===== src/rtl/mem_port_arbiter_pkg.sv =====
// Shared encodings for the memory port arbiter: FSM states, owner codes
// and the width of the read-latency wait counter.
package mem_arb_pkg;

   localparam int LAT_W = 3;

   typedef enum logic [1:0] {
      IDLE   = 2'd0,
      ACCESS = 2'd1,
      WAIT   = 2'd2,
      RESP   = 2'd3
   } state_t;

   typedef enum logic {
      OWN_FETCH = 1'b0,
      OWN_DATA  = 1'b1
   } owner_t;

endpackage


===== src/rtl/mem_port_arbiter_if.sv =====
// Bundle of the fetch, data and memory-macro signals around the arbiter.
// slave: the arbiter's view. master: the surrounding core and memory.
interface mem_port_arbiter_if #(
   parameter int ADDR_W = 32,
   parameter int DATA_W = 32
);
   logic              if_req;
   logic [ADDR_W-1:0] if_addr;
   logic              if_gnt;
   logic              if_valid;
   logic [DATA_W-1:0] if_rdata;

   logic              d_req;
   logic              d_we;
   logic [ADDR_W-1:0] d_addr;
   logic [DATA_W-1:0] d_wdata;
   logic              d_gnt;
   logic              d_valid;
   logic [DATA_W-1:0] d_rdata;

   logic              mem_en;
   logic              mem_we;
   logic [ADDR_W-1:0] mem_addr;
   logic [DATA_W-1:0] mem_wdata;
   logic [DATA_W-1:0] mem_rdata;

   logic              busy;

   modport slave (
      input  if_req, if_addr, d_req, d_we, d_addr, d_wdata, mem_rdata,
      output if_gnt, if_valid, if_rdata, d_gnt, d_valid, d_rdata,
             mem_en, mem_we, mem_addr, mem_wdata, busy
   );

   modport master (
      output if_req, if_addr, d_req, d_we, d_addr, d_wdata, mem_rdata,
      input  if_gnt, if_valid, if_rdata, d_gnt, d_valid, d_rdata,
             mem_en, mem_we, mem_addr, mem_wdata, busy
   );
endinterface


===== src/rtl/mem_port_arbiter_pick.sv =====
// Combinational winner selection between fetch and data requests.
// MEM_ARB_ROUND_ROBIN_EN: ties go to the requester that was not the last
// owner; otherwise data always beats fetch and last_owner is ignored.
module mem_arb_pick
   import mem_arb_pkg::*;
(
   input  logic   if_req,
   input  logic   d_req,
   input  owner_t last_owner,
   output logic   grant_valid,
   output owner_t winner
);

   assign grant_valid = if_req | d_req;

`ifdef MEM_ARB_ROUND_ROBIN_EN
   // Alternate on a tie, otherwise the lone requester wins.
   always_comb begin
      winner = OWN_FETCH;
      if (if_req && d_req)
         winner = (last_owner == OWN_FETCH) ? OWN_DATA : OWN_FETCH;
      else if (d_req)
         winner = OWN_DATA;
   end
`else
   logic unused_last_owner;
   assign unused_last_owner = last_owner;

   // Data path has fixed priority over fetch.
   always_comb begin
      winner = OWN_FETCH;
      if (d_req)
         winner = OWN_DATA;
   end
`endif

endmodule


===== src/rtl/mem_port_arbiter.sv =====
// Single-port memory arbiter for the multicycle core: one access at a time,
// waits out MEM_LAT read cycles, returns data or a store acknowledgement.
// Tie policy selectable with MEM_ARB_ROUND_ROBIN_EN (see mem_arb_pick).
module mem_port_arbiter
   import mem_arb_pkg::*;
#(
   parameter int ADDR_W  = 32,
   parameter int DATA_W  = 32,
   parameter int MEM_LAT = 2
) (
   input logic              clock,
   input logic              reset,
   mem_port_arbiter_if.slave bus
);

   state_t            state;
   state_t            state_nx;
   owner_t            owner;
   logic              we_q;
   logic [ADDR_W-1:0] addr_q;
   logic [DATA_W-1:0] wdata_q;
   logic [LAT_W-1:0]  cnt;
   logic [DATA_W-1:0] if_rdata_q;
   logic [DATA_W-1:0] d_rdata_q;
   logic              grant_valid;
   owner_t            winner;
   logic              is_store;

   mem_arb_pick u_pick (
      .if_req      (bus.if_req),
      .d_req       (bus.d_req),
      .last_owner  (owner),
      .grant_valid (grant_valid),
      .winner      (winner)
   );

   assign is_store      = (owner == OWN_DATA) && we_q;
   assign bus.mem_addr  = addr_q;
   assign bus.mem_wdata = wdata_q;
   assign bus.if_rdata  = if_rdata_q;
   assign bus.d_rdata   = d_rdata_q;

   // State register.
   always_ff @(posedge clock or posedge reset) begin
      if (reset)
         state <= IDLE;
      else
         state <= state_nx;
   end

   // Next-state and Moore outputs; all outputs decode from state so reset clears them at once.
   always_comb begin
      state_nx     = state;
      bus.mem_en   = 1'b0;
      bus.mem_we   = 1'b0;
      bus.if_gnt   = 1'b0;
      bus.d_gnt    = 1'b0;
      bus.if_valid = 1'b0;
      bus.d_valid  = 1'b0;
      bus.busy     = (state != IDLE);
      case (state)
         IDLE: begin
            if (grant_valid)
               state_nx = ACCESS;
         end
         ACCESS: begin
            bus.mem_en = 1'b1;
            bus.mem_we = is_store;
            bus.d_gnt  = (owner == OWN_DATA);
            bus.if_gnt = (owner == OWN_FETCH);
            state_nx   = is_store ? RESP : WAIT;
         end
         WAIT: begin
            if (cnt <= LAT_W'(1))
               state_nx = RESP;
         end
         RESP: begin
            bus.d_valid  = (owner == OWN_DATA);
            bus.if_valid = (owner == OWN_FETCH);
            state_nx     = IDLE;
         end
         default: state_nx = IDLE;
      endcase
   end

   // Request latching, latency counter and read-data capture.
   always_ff @(posedge clock or posedge reset) begin
      if (reset) begin
         owner      <= OWN_FETCH;
         we_q       <= 1'b0;
         addr_q     <= '0;
         wdata_q    <= '0;
         cnt        <= '0;
         if_rdata_q <= '0;
         d_rdata_q  <= '0;
      end else begin
         case (state)
            IDLE: begin
               if (grant_valid) begin
                  owner <= winner;
                  if (winner == OWN_DATA) begin
                     addr_q  <= bus.d_addr;
                     we_q    <= bus.d_we;
                     wdata_q <= bus.d_wdata;
                  end else begin
                     addr_q  <= bus.if_addr;
                     we_q    <= 1'b0;
                     wdata_q <= '0;
                  end
               end
            end
            ACCESS: begin
               cnt <= LAT_W'(MEM_LAT);
               if (is_store)
                  d_rdata_q <= '0;
            end
            WAIT: begin
               cnt <= cnt - LAT_W'(1);
               if (cnt == LAT_W'(1)) begin
                  if (owner == OWN_DATA)
                     d_rdata_q <= bus.mem_rdata;
                  else
                     if_rdata_q <= bus.mem_rdata;
               end
            end
            default: ;
         endcase
      end
   end

endmodule

===== src/flat_wrapper.sv =====
// flat-port wrapper written by rule: the top's interface ports become plain ports
module mem_port_arbiter_flat import mem_arb_pkg::*;
#(
   parameter int ADDR_W  = 32,
   parameter int DATA_W  = 32,
   parameter int MEM_LAT = 2
)
  (clock, reset, bus_if_req, bus_if_addr, bus_d_req, bus_d_we, bus_d_addr, bus_d_wdata, bus_mem_rdata, bus_if_gnt, bus_if_valid, bus_if_rdata, bus_d_gnt, bus_d_valid, bus_d_rdata, bus_mem_en, bus_mem_we, bus_mem_addr, bus_mem_wdata, bus_busy);
  mem_port_arbiter_if #(.ADDR_W(ADDR_W), .DATA_W(DATA_W)) bus_i ();
  input logic clock;
  input logic reset;
  input wire logic [$bits(bus_i.if_req)-1:0] bus_if_req;
  input wire logic [$bits(bus_i.if_addr)-1:0] bus_if_addr;
  input wire logic [$bits(bus_i.d_req)-1:0] bus_d_req;
  input wire logic [$bits(bus_i.d_we)-1:0] bus_d_we;
  input wire logic [$bits(bus_i.d_addr)-1:0] bus_d_addr;
  input wire logic [$bits(bus_i.d_wdata)-1:0] bus_d_wdata;
  input wire logic [$bits(bus_i.mem_rdata)-1:0] bus_mem_rdata;
  output wire logic [$bits(bus_i.if_gnt)-1:0] bus_if_gnt;
  output wire logic [$bits(bus_i.if_valid)-1:0] bus_if_valid;
  output wire logic [$bits(bus_i.if_rdata)-1:0] bus_if_rdata;
  output wire logic [$bits(bus_i.d_gnt)-1:0] bus_d_gnt;
  output wire logic [$bits(bus_i.d_valid)-1:0] bus_d_valid;
  output wire logic [$bits(bus_i.d_rdata)-1:0] bus_d_rdata;
  output wire logic [$bits(bus_i.mem_en)-1:0] bus_mem_en;
  output wire logic [$bits(bus_i.mem_we)-1:0] bus_mem_we;
  output wire logic [$bits(bus_i.mem_addr)-1:0] bus_mem_addr;
  output wire logic [$bits(bus_i.mem_wdata)-1:0] bus_mem_wdata;
  output wire logic [$bits(bus_i.busy)-1:0] bus_busy;
  assign bus_i.if_req = bus_if_req;
  assign bus_i.if_addr = bus_if_addr;
  assign bus_i.d_req = bus_d_req;
  assign bus_i.d_we = bus_d_we;
  assign bus_i.d_addr = bus_d_addr;
  assign bus_i.d_wdata = bus_d_wdata;
  assign bus_i.mem_rdata = bus_mem_rdata;
  assign bus_if_gnt = bus_i.if_gnt;
  assign bus_if_valid = bus_i.if_valid;
  assign bus_if_rdata = bus_i.if_rdata;
  assign bus_d_gnt = bus_i.d_gnt;
  assign bus_d_valid = bus_i.d_valid;
  assign bus_d_rdata = bus_i.d_rdata;
  assign bus_mem_en = bus_i.mem_en;
  assign bus_mem_we = bus_i.mem_we;
  assign bus_mem_addr = bus_i.mem_addr;
  assign bus_mem_wdata = bus_i.mem_wdata;
  assign bus_busy = bus_i.busy;
  mem_port_arbiter #(.ADDR_W(ADDR_W), .DATA_W(DATA_W), .MEM_LAT(MEM_LAT)) u_core (.clock(clock), .reset(reset), .bus(bus_i));
endmodule

===== config.mk =====
export PLATFORM = sky130hd
export DESIGN_NAME = mem_port_arbiter_flat
export DESIGN_NICKNAME = d
export VERILOG_FILES = /design/src/rtl/mem_port_arbiter_pkg.sv /design/src/rtl/mem_port_arbiter_if.sv /design/src/rtl/mem_port_arbiter_pick.sv /design/src/rtl/mem_port_arbiter.sv /design/src/flat_wrapper.sv
export SDC_FILE = /design/constraint.sdc
export NUM_CORES = 1
export LEC_CHECK = 0
export ABC_AREA = 0
export BUFFER_PORTS_ARGS = -buffer_cell sky130_fd_sc_hd__buf_2
export CORE_ASPECT_RATIO = 1.5
export CORE_MARGIN = 4
export CORE_UTILIZATION = 50
export DETAILED_ROUTE_END_ITERATION = 10
export PLACE_DENSITY = 0.88
export SETUP_SLACK_MARGIN = 0.4
export SLEW_MARGIN = 20
export SYNTH_ARGS = -nofsm -noshare
export SYNTH_HDL_FRONTEND = slang
export SYNTH_HIERARCHICAL = 1
export SYNTH_SLANG_ARGS = --single-unit

===== constraint.sdc =====
create_clock -name clock -period 7.9 [get_ports clock]
set_clock_uncertainty 0.05 [all_clocks]
set_input_delay 0 -clock clock [delete_from_list [all_inputs] [get_ports clock]]
set_output_delay 0 -clock clock [all_outputs]
set_load 0.005 [all_outputs]

==> flow_summary.yaml, run 1 <==
worst_setup_path:
  slowest_stage: "buf_4"
  reg2reg_depth: 5
  crit_chain: "inv_1 -> ha_1 -> nand2_2 -> buf_4 -> o21ai_0"
  max_stage_delay_ns: 0.66
  crit_path_end_kind: "register"
  crit_family: "buffers and inverters"
  critical_path_class: "register to register"
  worstPathRequired_ns: 8.06
  startpoint_type: "register"
  cp_data_arrival_time_ns: 2.50
  path_depth: 5
  critPathBufInv: 2
  crit_path_max_fanout: 78
pwr:
  clockPowerShare_pct: 29.4
  finalPower_w: 0.00271
  p_int_w: 0.00177
  max-vdd-ir-drop_v: 0.000207
  seqPwrFrac_pct: 38.6
  power_switching_w: 0.000942
  comb_power_share_pct: 32.0
  power.density_nw_per_um2: 305
  swShare_pct: 34.7
  leakagePower_nw: 4.88
floorplan:
  core_um2: 10700
  fp.dieH_um: 137
  io_pins: 268
  row_count: 46
  start_util_pct: 51.5
  die-area_um2: 12800
  die_w_um: 93.7
synthesis:
  synth_nets: 616
  ys_ff_latch: 135
  syn-cell-area_um2: 5510
  yosys_warnings: 6
  ys_seq_area_share_pct: 61.3
  syn_inst: 475
  synthDistinctLibCells: 25
  avgSynthCellArea_um2: 11.6
cells_and_area:
  fin_nets: 1006
  area_growth_pct: 61.1
  fin_util_pct: 82.9
  final_cell_area_um2: 8880
  drive_above_1_share_pct: 39.0
clock_tree:
  clkTransAtPathRegs_ns: 0.06
  cts_setup_buffers: 0
  cts_max_path_buffers: 2
  clock_latency_ns: 0.40
  cts_hold_buffers: 130
  cts_tree: "built"
  ctsRootBufferMaster: "clkbuf_16"
  h-tree-depth: 4
  post_cts_resized: 0
  cts_made_buffers: 17
  cts_num_sinks: 135
global_route:
  gr-max-usage-layer: "met2"
  grt_pass1_wl_um: 31500
  antenna_found_initial: 1
  first_global_vias: 6053
  use_met1_pct: 34.5
  globalRoute.totalOverflow: 0
  use_met3_pct: 7.76
  grtUsageMet2_pct: 57.9
  grt_max_degree: 79
  grtUsageTotal_pct: 32.6
detailed_routing:
  postRouteAntennaNets: 0
  remaining_drc_errors: 0
  via_count: 5599
  viasPerCell: 5.47
  firstDrtPassIters: 6
  drt_iter0_drc: 335
  wl_um: 20800
  wl_per_cell_um: 20.4
timing:
  fin_crit_sh_pct: 29.7
  slew_headroom_pct: 39.5
  final.min_clock_period_ns: 2.35
  setup_ws_ns: 5.55
  setup_tns_ns: 0
  final_max_slew_viol_count: 0
  setup_viol: 0
  tightest_slew_ns: 0.908
  rsz0062_at_grt: "false"
  fmax_mhz: 426
  finalHoldViolations: 0
placed_design:
  gp_congestion: 0.870
  placed_cell_area_um2: 6940
  dp_slack_ns: 5.44
  port_buffers: 267
  dp_hpwl_um: 11300
hold_path:
  whs_path_depth: 4
  hp-class: "input port to register"
outcome:
  status: "finished, final reports clean"
job:
  cap_violations: 0
## metal layers
layer / vias up / part of all wire [%]
met5: - / 0
li1: 2420 / -
met4: 0 / 5.6
met2: 397 / 53
met1: 2684 / 34
met3: 98 / 7.9
## cell usage after synthesis (all sizes together)
| library cell | count | area share, % |
|---|---|---|
| dfrtp | 135 | 61 |
| nand2 | 102 | 6.9 |
| o21ai | 36 | 3.3 |
| nand3 | 34 | 3.1 |
| mux2 | 33 | 6.7 |
| a22o | 32 | 5.1 |
| mux2i | 32 | 5.8 |
| clkbuf | 18 | 1.2 |
| buf | 14 | 1.5 |
| ha | 8 | 1.8 |
| inv | 8 | 0.54 |
| a31oi | 3 | 0.34 |
| and2 | 3 | 0.34 |
| nand3b | 3 | 0.41 |
| nor2 | 3 | 0.20 |
| nor2b | 3 | 0.34 |
| nor3 | 2 | 0.27 |
| or2 | 2 | 0.23 |
| a221o | 1 | 0.18 |
| and3 | 1 | 0.11 |
| nand2b | 1 | 0.11 |
| o2bb2ai | 1 | 0.16 |
## layout by cell type (no fill, tap or decap), types with 2 or more instances in the layout
| cell | instances |
|---|---|
| buf_2 | 267 |
| dfrtp_1 | 135 |
| dlygate4sd3_1 | 130 |
| nand2_1 | 101 |
| o21ai_0 | 36 |
| nand3_1 | 34 |
| mux2_2 | 33 |
| a22o_1 | 32 |
| mux2i_1 | 32 |
| clkbuf_16 | 17 |
| ha_1 | 8 |
| inv_1 | 7 |
| buf_4 | 4 |
| bufinv_16 | 3 |
| clkinv_4 | 3 |
| inv_6 | 3 |
| clkinvlp_4 | 3 |
| nand3b_1 | 3 |
| nor2b_1 | 3 |
| a31oi_1 | 3 |
| and2_1 | 3 |
| diode_2 | 2 |
| clkbuf_1 | 2 |
| nor2_1 | 2 |
## per-stage QoR
step	std cells	hold slack (ns)
finish	1024	0.0708
detailed placement	859	0.124
global placement	858	0.113
global route	1023	0.0878
CTS	1021	0.0572
floorplan	475	0.0825
## registers in the layout (all words and copies together) (netlist names)
| signal | flops |
|---|---|
| u_core/bus.d_rdata | 32 |
| u_core/bus.if_rdata | 32 |
| u_core/bus.mem_addr | 32 |
| u_core/bus.mem_wdata | 32 |
| u_core/cnt | 3 |
| u_core/state | 2 |
| u_core/owner | 1 |
| u_core/we_q | 1 |
## power groups by stage
stage	Sequential (W)	Combinational, W	Clock (W)
5_1_grt	0.00106	0.000940	0.000845
4_1_cts	0.00102	0.000810	0.000812
6_report	0.00105	0.000868	0.000798
3_5_place_dp	0.00103	0.000753	0
2_1_floorplan	0.00104	0.000377	0
3_3_place_gp	0.00102	0.000707	0
## logic make-up after synthesis
group | share of synthesized area [%]
AO/OA/AOI/OAI | 9.04
buffers and inverters | 3.22
flip-flops | 61.3
adder cells (fa/ha/maj) | 1.82
multiplexers | 12.6
AND/OR/NAND/NOR | 12.1
## worst min-delay path, cell delays in order
cell and delay (ns):
buf_2 0.08, or2_1 0.14, nand2b_1 0.16, a31oi_1 0.10
## path summary, 6_finish.rpt
check / from / end / slack [ns]
setup / recovery: u_core/state[0] / u_core/bus.mem_addr[22] / 5.55
setup reg to reg: u_core/state[0] / u_core/bus.mem_addr[22] / 5.55
min in group asynchronous: reset / u_core/bus.mem_addr[12] / 0.26
hold reg to reg: u_core/bus.mem_wdata[7] / u_core/bus.mem_wdata[7] / 0.42
hold / removal: bus_if_req / u_core/state[0] / 0.07
max in group asynchronous: reset / u_core/bus.mem_wdata[7] / 6.14
## area by class of cell
type | instances | area [um2]
clock buffers | 19 | 433
inverters | 8 | 32.5
diodes | 2 | 5.00
fillers | 535 | 1830
well taps | 144 | 180
flip-flops and latches | 135 | 3380
clock inverters | 13 | 170
repair buffers | 403 | 2710
multi-input cells | 300 | 1970
(Power assumes the default switching activity.)
==> run 2: changes to the inputs <==
- ABC_AREA: 0 -> 1
- CORE_UTILIZATION: 50 -> 47
- PLACE_DENSITY: 0.88 -> 0.82
- clock period: 7.9 -> 2.2 ns (I/O delays scaled with it)
==> run 2 against run 1 <==
Compared with the run above:
- routed wire length up 5.0%
- first-iteration DRC count up 32%
- critical path depth up 2
- sequential share of layout area down 2.2 points
- utilization down 7.6 points
- cell area up 6.2%
- worst hold slack better by 0.081 ns
- worst setup slack worse by 5.2 ns
- global-route usage down 2.7 points
- non-clock buffer count up 10
- final cell count up 25%
==> flow_summary.yaml, run 2 <==
synthesis:
  syn-cell-area_um2: 6000
  yosys_warnings: 6
  async_flop_share_pct: 100
  ys_seq_area_share_pct: 56.3
  yosysTopAreaCell: "dfrtp_1"
  syn_inst: 725
  synth_area_leaders: "dfrtp_1, nand2_1, a21oi_1"
  synthDistinctLibCells: 22
  ys_ff_latch: 135
  synth.most_common_cell: "nand2_1"
  synthFlopType: "dfrtp_1"
  synth_enable_flop_cells: 0
  synth_nets: 866
  synth_top_area_share_pct: 56.3
  avgSynthCellArea_um2: 8.28
  synthTopCellsByCount: "nand2_1, dfrtp_1, inv_1, a21oi_1, nor2_1"
clock_tree:
  clkTransAtPathRegs_ns: 0.06
  cts_max_path_buffers: 2
  cts_made_buffers: 17
  ctsRootBufferMaster: "clkbuf_16"
  clock_latency_ns: 0.41
  cts_num_sinks: 135
  h-tree-depth: 4
  cts_tree: "built"
pwr:
  max-vdd-ir-drop_v: 0.000655
  leakagePower_nw: 5.26
  finalPower_w: 0.0119
  power.density_nw_per_um2: 1260
timing:
  tightest_slew_ns: 0.766
  final.min_clock_period_ns: 1.84
  finalHoldViolations: 0
  setup_tns_ns: 0
  rsz0062_at_grt: "true"
  fin_crit_sh_pct: 83.6
  final_max_slew_viol_count: 0
  slew_headroom_pct: 48.9
  fmax_mhz: 544
  setup_viol: 0
cells_and_area:
  n_fill_cell: 841
  area_growth_pct: 56.9
  fin_nets: 1254
  final_common_cell: "buf_2"
  regArea_um2: 3380
  n_antenna_cell: 0
  multiInputGateArea_um2: 2110
  drive_above_1_share_pct: 28.7
  final_cell_mix: "buf_2, nand2_1, dfrtp_1"
worst_setup_path:
  cp_data_arrival_time_ns: 2.09
  worstPathRequired_ns: 2.45
  crit_path_max_fanout: 32
  startpoint_type: "register"
  critical_path_class: "register to register"
  crit_path_end_kind: "register"
placed_design:
  port_buffers: 267
  dp_hpwl_um: 11900
  gp_congestion: 0.826
detailed_routing:
  firstDrtPassIters: 6
  drt_iter0_drc: 443
  wl_per_cell_um: 17.1
  wl_um: 21900
  viasPerCell: 5.20
  via_count: 6658
  remaining_drc_errors: 0
  postRouteAntennaNets: 0
global_route:
  antenna_found_initial: 0
  globalRoute.totalOverflow: 0
  grt_pass1_wl_um: 34500
  first_global_vias: 7007
  grt_max_degree: 136
  grtUsageTotal_pct: 29.8
floorplan:
  start_util_pct: 48.0
  core_um2: 12500
  row_count: 50
  fp.dieH_um: 146
  io_pins: 268
  die-area_um2: 14700
  die_w_um: 100
outcome:
  status: "finished, final reports clean"
hold_path:
  hp-class: "input port to register"
job:
  cap_violations: 0
-- run 2: cell types whose count changed in the layout (fill, tap and decap cells not counted), sizes merged, moves of 33 or more --
cell | before | now
o21ai | 36 | 69
mux2 | 33 | 0
nor2 | 3 | 39
inv | 11 | 83
nand2 | 102 | 240
a21oi | 0 | 66
-- run 2: cell families (layout without fill, tap and decap cells) --
| kind of cell | after synthesis | in the layout | synth area share, % |
|---|---|---|---|
| flip-flops | 135 | 135 | 56.3 |
| AND/OR/NAND/NOR | 318 | 319 | 21.2 |
| buffers and inverters | 127 | 526 | 9.25 |
| adder cells (fa/ha/maj) | 8 | 8 | 1.67 |
| AO/OA/AOI/OAI | 137 | 137 | 11.7 |
-- run 2: final timing paths --
kind	start	endpoint	slack (ns)	cells after the start
min in group asynchronous	reset	u_core/bus.mem_wdata[9]	0.26	4
max reg2reg	u_core/state[1]	u_core/bus.mem_addr[13]	0.36	7
min	bus_if_req	u_core/bus.mem_wdata[4]	0.15	5
min reg2reg	u_core/bus.d_rdata[20]	u_core/bus.d_rdata[20]	0.42	2
max in group asynchronous	reset	u_core/bus.d_rdata[4]	1.23	4
max	u_core/state[1]	u_core/bus.mem_addr[13]	0.36	7
-- run 2: worst max-delay path: stages (launching register included) --
cell and delay (ns):
dfrtp_1 0.41, inv_1 0.15, ha_2 0.30, nand2_8 0.14
inv_1 0.13, buf_12 0.19, nor2_1 0.07, a21oi_1 0.27
-- run 2: metal layers --
layer / GRT usage, % / vias to the layer above / share of wire [%] / wire, um
li1: - / 3036 / - / -
met1: 31.6 / 3072 / 34 / 7410
met2: 51.2 / 432 / 51 / 11200
met3: 8.22 / 118 / 9.0 / 1960
met4: 19.0 / 0 / 5.9 / 1300
met5: 0 / - / 0 / 0
-- run 2: what timing repair did --
item / in CTS / in global routing
resized for setup: 4 / 7
hold buffers: 130 / 0
pin swaps: 1 / 0
buffers inserted: 1 / 2
setup endpoints to repair: 98 / 113
hold endpoints to repair: 264 / 0
gates cloned: 1 / 0
-- run 2: power by group --
group | total (W) | switching (W) | internal [W]
Sequential | 0.00420 | 0.000656 | 0.00354
Clock | 0.00300 | 0.00108 | 0.00192
Combinational | 0.00472 | 0.00278 | 0.00194
-- run 2: area by class of cell --
class,count,share of cell area (%)
Sequential cell,135,35.9
Timing Repair Buffer,413,29.8
Multi-Input combinational cell,464,22.4
Clock buffer,19,4.70
Inverter,82,3.31
Tap cell,156,2.07
Clock inverter,12,1.86
-- run 2: per-stage QoR --
stage	std cells	setup WS [ns]	instance area (um2)	hold WS [ns]	utilization [%]
floorplan	725	0.471	6010	0.0829	-
global placement	1116	0.365	7420	0.191	59.3
detailed placement	1116	0.309	7420	0.201	59.3
CTS	1279	0.394	9380	0.0857	74.9
global route	1281	0.313	9420	0.163	75.3
finish	1281	0.360	9420	0.152	75.3
==> run 3: changes to the inputs <==
- ABC_AREA: 1 -> 0
- CORE_UTILIZATION: 47 -> 46
- clock period: 2.2 -> 1.8 ns (I/O delays scaled with it)
==> run 3 against run 2 <==
Compared with the run above:
- the run now ends with negative setup slack left
- first-iteration DRC count increased by 64%
- critical endpoint is now u_core/bus.d_rdata[11]
- combinational power increased by 70%
- fmax decreased by 11%
- global-route usage increased by 6.0 points
==> flow_summary.yaml, run 3 (synthesized netlist as in run 1, its figures left out) <==
global_route:
  grtUsageTotal_pct: 35.8
  antenna_found_initial: 5
  globalRoute.totalOverflow: 0
  grt_max_degree: 74
  grt_pass1_wl_um: 38400
  first_global_vias: 6731
timing:
  setup_viol: 100
  setup_ws_ns: -0.263
  finalHoldViolations: 0
  final.min_clock_period_ns: 2.06
  fin_crit_sh_pct: 115
  final_max_slew_viol_count: 0
  slew_headroom_pct: 44.9
  tightest_slew_ns: 0.818
  rsz0062_at_grt: "true"
  fmax_mhz: 485
cells_and_area:
  final_cell_mix: "buf_2, dfrtp_1, dlygate4sd3_1"
  final_cell_area_um2: 11100
  area_growth_pct: 101
  drive_above_1_share_pct: 56.8
  final_common_cell: "buf_2"
  fin_nets: 1078
worst_setup_path:
  critical_path_class: "register to register"
  startpoint_type: "register"
  critPathBufInv: 5
  cp_common_cell: "buf_6"
  crit_path_end_kind: "register"
  crit_chain: "inv_2 -> ha_4 -> nand3b_1 -> buf_4 -> buf_6 -> nor3_4 -> buf_6 -> clkbuf_16 -> a22o_1"
  crit_family: "buffers and inverters"
  worstPathRequired_ns: 2.07
  slowest_stage: "dfrtp_1"
  crit_path_max_fanout: 8
  cp_data_arrival_time_ns: 2.34
  max_stage_delay_ns: 0.44
placed_design:
  placed_cell_area_um2: 7260
  port_buffers: 267
  gp_congestion: 0.850
  dp_hpwl_um: 11700
detailed_routing:
  postRouteAntennaNets: 0
  viasPerCell: 6.41
  firstDrtPassIters: 5
  drt_iter0_drc: 727
  wl_per_cell_um: 32.3
  remaining_drc_errors: 0
  via_count: 7084
  wl_um: 35700
clock_tree:
  cts_num_sinks: 135
  clock_latency_ns: 0.41
  cts_made_buffers: 17
  cts_tree: "built"
  cts_max_path_buffers: 2
  h-tree-depth: 4
  ctsRootBufferMaster: "clkbuf_16"
  clkTransAtPathRegs_ns: 0.07
pwr:
  leakagePower_nw: 5.67
  max-vdd-ir-drop_v: 0.000876
  power.density_nw_per_um2: 1500
  finalPower_w: 0.0166
floorplan:
  io_pins: 268
  core_um2: 11600
  row_count: 48
  die-area_um2: 13800
  start_util_pct: 47.5
  fp.dieH_um: 142
  die_w_um: 97.4
hold_path:
  hp-class: "input port to register"
job:
  cap_violations: 0
outcome:
  violations: "negative setup slack"
  status: "finished, violations left"
==> run 3: cell types whose count changed in the layout (fill, tap and decap cells not counted), moves of 34 or more <==
| cell | previous run | this run |
|---|---|---|
| a21oi_1 | 65 | 0 |
| inv_1 | 81 | 3 |
| nand2_1 | 236 | 48 |
| nand3_1 | 37 | 3 |
| nor2_1 | 38 | 2 |
| o21ai_0 | 37 | 1 |
==> run 3: per-layer routing <==
| layer | up-vias | part of all wire, % | global-route usage (%) |
|---|---|---|---|
| met5 | - | 0 | 0 |
| met2 | 877 | 47 | 63.2 |
| met4 | 0 | 11 | 17.3 |
| met3 | 307 | 12 | 9.32 |
| met1 | 3310 | 30 | 40.3 |
| li1 | 2590 | - | - |
==> run 3: power breakdown <==
| part | switching (W) | total [W] | internal, W |
|---|---|---|---|
| Combinational | 0.00421 | 0.00804 | 0.00383 |
| Sequential | 0.00106 | 0.00501 | 0.00396 |
| Clock | 0.00163 | 0.00357 | 0.00194 |
| Total | 0.00690 | 0.0166 | 0.00973 |
==> run 3: per-stage QoR <==
stage	utilization [%]	worst slack [ns]	hold slack, ns	instances	setup TNS, ns
6_report	95.5	-0.263	0.120	1106	-9.45
5_1_grt	95.5	-0.281	0.140	1105	-11.91
4_1_cts	87.7	0.0644	0.0780	1077	0
3_5_place_dp	62.6	0.0521	0.103	875	0
3_3_place_gp	62.6	0.124	0.0943	875	0
2_1_floorplan	-	0.0708	0.0825	475	0
==> run 3: worst register-to-register path: stages (launching register included) <==
cell       delay, ns
dfrtp_1         0.44
inv_2           0.13
ha_4            0.15
nand3b_1        0.15
buf_4           0.18
buf_6           0.11
nor3_4          0.22
buf_6           0.16
clkbuf_16       0.16
a22o_1          0.23
==> run 3: final cells by class <==
cell class                 count  area (um2)
clock buffer                  17         425
inverter                       8        36.3
sequential                   135        3380
fill                         262         518
multi-input combinational    302        2900
clock inverter                15         144
timing repair buffer         473        3990
antenna                        6        15.0
tap                          150         188
==> run 3: what timing repair did <==
action                                  CTS  global route
resized for setup                       100           156
hold buffers                            130             0
hold endpoints to repair                264             0
cloned                                   19             9
buffers inserted                         21            14
endpoints found under the setup margin  139           141
pin swaps                                20            68
==> run 3: worst paths after layout <==
path | depth (start not counted) | to | startpoint | slack, ns
min in group asynchronous | 4 | u_core/bus.mem_wdata[29] | reset | 0.30
min reg2reg | 1 | u_core/bus.d_rdata[9] | u_core/bus.d_rdata[9] | 0.46
max in group asynchronous | 4 | u_core/state[1] | reset | 1.01
min | 4 | u_core/we_q | bus_d_req | 0.12
max | 9 | u_core/bus.d_rdata[11] | u_core/state[0] | -0.26
max reg2reg | 9 | u_core/bus.d_rdata[11] | u_core/state[0] | -0.26
